`src/rtl/button_event_queue.sv`:
```
// ---------------------------------------------------------------------------
// button_event_queue
//
// Debounces the eight raw button levels delivered by user_io and keeps the
// debounced levels. Every accepted level change becomes a 4-bit event word
// {new_level, index[2:0]}. Events go into an 8-deep show-ahead FIFO, and the
// host drains that FIFO through a valid/ready handshake.
//
// Parameters
//   DEBOUNCE_CYCLES : consecutive cycles a raw level must differ from the
//                     stable level before it is accepted (2 .. 2^24)
//   IDLE_LEVEL      : stable levels loaded at reset
//
// Ports
//   i_clk            in   system clock
//   i_reset          in   synchronous, active-high reset
//   i_button[7:0]    in   raw button levels, already in the i_clk domain
//   o_button_stable  out  debounced button levels
//   o_event_valid    out  FIFO head holds an event
//   o_event_data     out  FIFO head event {new_level, index[2:0]}
//   i_event_ready    in   consumer pops the head when valid && ready
//   o_fifo_count     out  number of queued events, 0..8
//   o_overflow       out  sticky, set when an event is dropped
//   i_clear_overflow in   clears o_overflow (a drop on the same edge wins)
// ---------------------------------------------------------------------------
module button_event_queue #(
  parameter int unsigned DEBOUNCE_CYCLES = 250_000,
  parameter logic [7:0]  IDLE_LEVEL      = 8'h00
) (
  input  logic       i_clk,
  input  logic       i_reset,
  input  logic [7:0] i_button,
  output logic [7:0] o_button_stable,
  output logic       o_event_valid,
  output logic [3:0] o_event_data,
  input  logic       i_event_ready,
  output logic [3:0] o_fifo_count,
  output logic       o_overflow,
  input  logic       i_clear_overflow
);

  localparam int unsigned   CNT_W   = $clog2(DEBOUNCE_CYCLES);
  localparam logic [CNT_W-1:0] CNT_MAX = CNT_W'(DEBOUNCE_CYCLES - 1);

  // -------------------------------------------------------------------------
  // Debounce state
  // -------------------------------------------------------------------------
  logic [CNT_W-1:0] cnt_q [8];
  logic [CNT_W-1:0] cnt_d [8];
  logic [7:0]       stable_q, stable_d;
  logic [7:0]       pend_q, pend_d;
  logic [7:0]       settle;

  // NOTE: every variable assigned in an always_comb gets a default at the top,
  // so no path through the block leaves it unassigned and no latch is inferred.
  always_comb begin
    stable_d = stable_q;
    settle   = '0;
    for (int i = 0; i < 8; i++) begin
      cnt_d[i] = cnt_q[i];
      if (i_button[i] == stable_q[i]) begin
        // Level agrees with the stable value: any glitch restarts the count.
        cnt_d[i] = '0;
      end else if (cnt_q[i] == CNT_MAX) begin
        stable_d[i] = i_button[i];
        cnt_d[i]    = '0;
        settle[i]   = 1'b1;
      end else begin
        cnt_d[i] = cnt_q[i] + CNT_W'(1);
      end
    end
  end

  // -------------------------------------------------------------------------
  // Arbiter: lowest pending index is serviced, one event per cycle
  // -------------------------------------------------------------------------
  logic       grant_any;
  logic [2:0] grant_idx;
  logic [7:0] grant_mask;
  logic [3:0] push_data;

  always_comb begin
    grant_any = 1'b0;
    grant_idx = 3'd0;
    // Scan downwards so the last hit, i.e. the lowest index, wins.
    for (int i = 7; i >= 0; i--) begin
      if (pend_q[i]) begin
        grant_any = 1'b1;
        grant_idx = 3'(i);
      end
    end
    grant_mask = grant_any ? (8'b1 << grant_idx) : 8'b0;
    push_data  = {stable_q[grant_idx], grant_idx};
  end

  // A bit that settles on the same edge it is serviced stays pending.
  assign pend_d = (pend_q & ~grant_mask) | settle;

  // -------------------------------------------------------------------------
  // FIFO control
  // -------------------------------------------------------------------------
  logic [3:0] mem_q [8];
  logic [2:0] wr_ptr_q, wr_ptr_d;
  logic [2:0] rd_ptr_q, rd_ptr_d;
  logic [3:0] count_q, count_d;
  logic       overflow_q, overflow_d;
  logic       pop, push_ok, drop;

  always_comb begin
    pop     = (count_q != 4'd0) && i_event_ready;
    // A full FIFO still takes the push when the head leaves on the same edge.
    push_ok = grant_any && ((count_q != 4'd8) || pop);
    drop    = grant_any && !push_ok;

    wr_ptr_d = push_ok ? wr_ptr_q + 3'd1 : wr_ptr_q;
    rd_ptr_d = pop     ? rd_ptr_q + 3'd1 : rd_ptr_q;

    case ({push_ok, pop})
      2'b10:   count_d = count_q + 4'd1;
      2'b01:   count_d = count_q - 4'd1;
      default: count_d = count_q;
    endcase

    overflow_d = overflow_q;
    if (drop) begin
      overflow_d = 1'b1;
    end else if (i_clear_overflow) begin
      overflow_d = 1'b0;
    end
  end

  // -------------------------------------------------------------------------
  // State registers
  // -------------------------------------------------------------------------
  // NOTE: sequential state uses non-blocking assignments so every register
  // samples the pre-edge values of the others, independent of block order.
  always_ff @(posedge i_clk) begin
    if (i_reset) begin
      stable_q   <= IDLE_LEVEL;
      pend_q     <= '0;
      wr_ptr_q   <= '0;
      rd_ptr_q   <= '0;
      count_q    <= '0;
      overflow_q <= 1'b0;
      for (int i = 0; i < 8; i++) begin
        cnt_q[i] <= '0;
      end
    end else begin
      stable_q   <= stable_d;
      pend_q     <= pend_d;
      wr_ptr_q   <= wr_ptr_d;
      rd_ptr_q   <= rd_ptr_d;
      count_q    <= count_d;
      overflow_q <= overflow_d;
      for (int i = 0; i < 8; i++) begin
        cnt_q[i] <= cnt_d[i];
      end
    end
  end

  // NOTE: the storage array has no reset; an entry is only ever read after it
  // was written, and the head output is forced to zero while the FIFO is empty.
  always_ff @(posedge i_clk) begin
    if (push_ok) begin
      mem_q[wr_ptr_q] <= push_data;
    end
  end

  // -------------------------------------------------------------------------
  // Outputs (registers or direct decodes of registers only)
  // -------------------------------------------------------------------------
  assign o_button_stable = stable_q;
  assign o_event_valid   = (count_q != 4'd0);
  assign o_event_data    = o_event_valid ? mem_q[rd_ptr_q] : 4'h0;
  assign o_fifo_count    = count_q;
  assign o_overflow      = overflow_q;

endmodule

```
`config.mk`:
```
export PLATFORM = sky130hd
export DESIGN_NAME = button_event_queue
export DESIGN_NICKNAME = d
export VERILOG_FILES = /design/src/rtl/button_event_queue.sv
export SDC_FILE = /design/constraint.sdc
export NUM_CORES = 1
export LEC_CHECK = 0
export ABC_AREA = 1
export CELL_PAD_IN_SITES_DETAIL_PLACEMENT = 1
export CELL_PAD_IN_SITES_GLOBAL_PLACEMENT = 2
export CORE_UTILIZATION = 37
export CTS_CLUSTER_SIZE = 16
export DETAILED_ROUTE_END_ITERATION = 6
export MAX_ROUTING_LAYER = met4
export PLACE_DENSITY_LB_ADDON = 0.05
export SLEW_MARGIN = 15
export SYNTH_ARGS = -nofsm -noshare
export SYNTH_HDL_FRONTEND = slang
export SYNTH_SLANG_ARGS = --single-unit
```
`constraint.sdc`:
```
create_clock -name i_clk -period 2.9 [get_ports i_clk]
set_clock_uncertainty 0.1 [all_clocks]
set_input_delay 0.435 -clock i_clk [delete_from_list [all_inputs] [get_ports i_clk]]
set_output_delay 0.435 -clock i_clk [all_outputs]
set_load 0.1 [all_outputs]
```
==> results.toml <==
[outcome]
status = "finished, final reports clean"

[clock_tree]
cts_resized = 0
root_buffer = "clkbuf_16"
clkSlewWorstSetupHoldPaths_ns = 0.06
cts-hold-fix-buffers = 0
clockBufferDepth = 3
numCtsBuffers = 25
post-cts-setup-buffer-count = 0
clock_sinks = 206
cts_tree = "built"
htreeDepth = 1
clk_latency_ns = 0.53

[setup_path]
max_stage_delay_ns = 0.41
crit_chain = "inv_1 > nor2_1 > o32ai_1 > o21ai_0 > nor2_2 > buf_12"
path_class = "reg -> out"
arrival_ns = 2.20
worstPathRequired_ns = 2.37
reg2reg_slack_ns = 0.52
start_kind = "flip-flop"
worstReg2RegStart = "o_fifo_count[0]$_SDFFE_PP0P_"
slowest_stage = "dfxtp_1"
r2r_cells = 14
r2r_end = "o_fifo_count[3]$_SDFFE_PP0P_"
crit_path_end_kind = "output port"
cp_max_fo = 16

[synthesis]
syn_nets = 1295
synth-edff-count = 32
syn_area_per_cell_um2 = 7.62
yosysWarnings = 0
ys_seq_area_frac = 0.459
synth-seq-cells = 206
synth_area_leader_cell = "dfxtp_1"
synth_commonest_cells = "218 x nand2_1, 201 x nor2_1, 174 x dfxtp_1, 165 x inv_1, 75 x a21oi_1"
synthCells = 1270
synthFlopType = "dfxtp_1"
yosysMostFrequentCell = "nand2_1"
syn_area_um2 = 9680
async_reset_ff_frac = 0
synth_top_area_frac = 0.360
ys_top_cells_by_area = "dfxtp_1 36%, edfxtp_1 9.9%, nand2_1 8.5%"
synth.distinct_cells = 46

[sta]
finalSetupTns_ns = 0
fin_crit_sh = 0.945
max_freq_mhz = 365
slew_viol_final = 0
relSlewSlack = 0.556
worst_pin_slew_ns = 0.664
finalHoldViolCount = 0
setup_violations = 0
rsz0062_at_grt = "false"
period_needed_ns = 2.74
setup_slack_ns = 0.160

[power_and_ir_drop]
power_frac_comb = 0.180
irDropWorstVdd_v = 0.00110
p_seq_frac = 0.394
finalPower_mw = 7.72
internal_power_mw = 5.40
pwr-share-clk = 0.426
switching_share = 0.301
power_density_nw_per_um2 = 686
p_leak_nw = 3.90
p_sw_mw = 2.32

[floorplanning]
dieArea_um2 = 26800
start_util = 0.381
rows = 58
fp.dieH_um = 164
die_w_um = 164
io_pins = 30
fp.coreArea_um2 = 25400

[route]
ant_nets = 0
vias_per_cell = 4.87
drt_iter0_drc = 359
dr_total_vias = 8128
firstDrtPassIters = 4
drc = 0
wl_mm = 23.3
routedWlPerCell_um = 14.0

[hold_path]
whs_path_depth = 1
hold_path_startpoint = "o_fifo_count[0]$_SDFFE_PP0P_"
min_to = "o_fifo_count[0]$_SDFFE_PP0P_"
hold_class = "reg -> reg"

[grt]
grt_max_degree = 19
grt_use_total = 0.185
gr-total-overflow = 0
grt_pass1_vias = 7938
grt_first_pass_wirelength_mm = 39.3
antenna_found_initial = 0

[final_layout]
fillers = 3141
ff_latch_area_um2 = 4450
drive_gt1_frac = 0.105
multi_input_area_um2 = 4490
antenna_cells = 0
syn2layout_area_growth_pct = 16.2
nNetsFinal = 1346

[placement]
dpl.hpwl_mm = 17.0
gp_congestion = 0.795
portBuffers = 29
place_ws_ns = 0.308

[flow_run]
drv_cap = 0
## kinds of logic after synthesis
group           count (synthesis)  share of synthesized area
flops                         206                      0.459
xor+xnor                       50                     0.0452
buf+inv                       191                     0.0787
compound gates                135                     0.0769
fa+ha+maj                      13                     0.0176
simple gates                  675                      0.323
## layout make-up
cell class | instances | share of cell area
Inverter | 176 | 0.0587
Timing Repair Buffer | 39 | 0.0329
Clock inverter | 13 | 0.0151
Sequential cell | 206 | 0.396
Multi-Input combinational cell | 873 | 0.399
Tap cell | 330 | 0.0367
Clock buffer | 32 | 0.0615
## power by group through the flow
stage                     clock network, mW  logic (mW)  registers (mW)
after CTS                              3.38        1.41            3.05
after global routing                   3.50        1.49            3.06
after detailed placement                  0        1.40            3.11
after global placement                    0        1.39            3.11
after floorplan                           0       0.859            3.23
final                                  3.29        1.39            3.05
## per-stage QoR
step                      hold slack, ns  cells  instance area, µm²  utilization
after floorplan                    0.325   1270                9700            -
final                              0.358   1669               11200        0.443
after global placement             0.338   1624               10400        0.409
after detailed placement           0.351   1624               10400        0.409
after CTS                          0.358   1669               11200        0.443
after global routing               0.374   1669               11200        0.443
## registers in the layout, summed over array words and instances (netlist names), named ones only
register and count:
pend_q 8, mem_q 32, o_overflow 1, wr_ptr_q 3, o_fifo_count 4, o_button_stable 8, cnt_q 144, rd_ptr_q 3
## metal layers
metal	track usage	vias up	wire, µm
li1	-	4249	-
met1	0.249	3790	11900
met2	0.289	60	10300
met3	0.0280	29	688
met4	0.0501	0	411
met5	-	-	0
## placed cells by master (no fill, tap or decap), types with 8 or more instances in the layout
master           synthesis  layout
nor3_1                  55      55
nor2_2                  16      20
clkbuf_16                0      25
ha_1                    12      12
clkdlybuf4s50_1          0      11
nor4_1                   9       9
buf_4                    5      24
or2_2                    9       9
o21ai_0                 36      36
xnor2_1                  8       8
nand2_1                218     218
o32ai_1                  9       9
a21oi_1                 75      75
edfxtp_1                32      32
nor3b_1                  9       9
inv_1                  165     165
xor2_1                  42      42
nand4_1                 42      42
dfxtp_1                174     170
nand3_1                 74      74
inv_2                   11      11
nor2_1                 201     197
nand2_2                  9       9
## how the worst max path moves through the flow
| stage | cells after the start | from | end | slack, ns |
|---|---|---|---|---|
| after CTS | 6 | flip-flop | o_event_data[0] | 0.12 |
| final | 6 | flip-flop | o_event_data[0] | 0.16 |
| after floorplan | 14 | o_fifo_count[0]$_SDFFE_PP0P_ | o_fifo_count[3]$_SDFFE_PP0P_ | 0.14 |
| after global placement | 13 | i_event_ready | o_fifo_count[3]$_SDFFE_PP0P_ | 0.36 |
| after detailed placement | 13 | i_event_ready | o_fifo_count[3]$_SDFFE_PP0P_ | 0.31 |
| after global routing | 6 | flip-flop | o_event_data[1] | 0.01 |
## critical path, delay by kind of cell, from the launching register on
family / cells / cell delay, ns
compound gates: 2 / 0.46
flops: 1 / 0.41
simple gates: 2 / 0.23
buf+inv: 2 / 0.60
No activity file was read; power rests on OpenSTA's default activity.
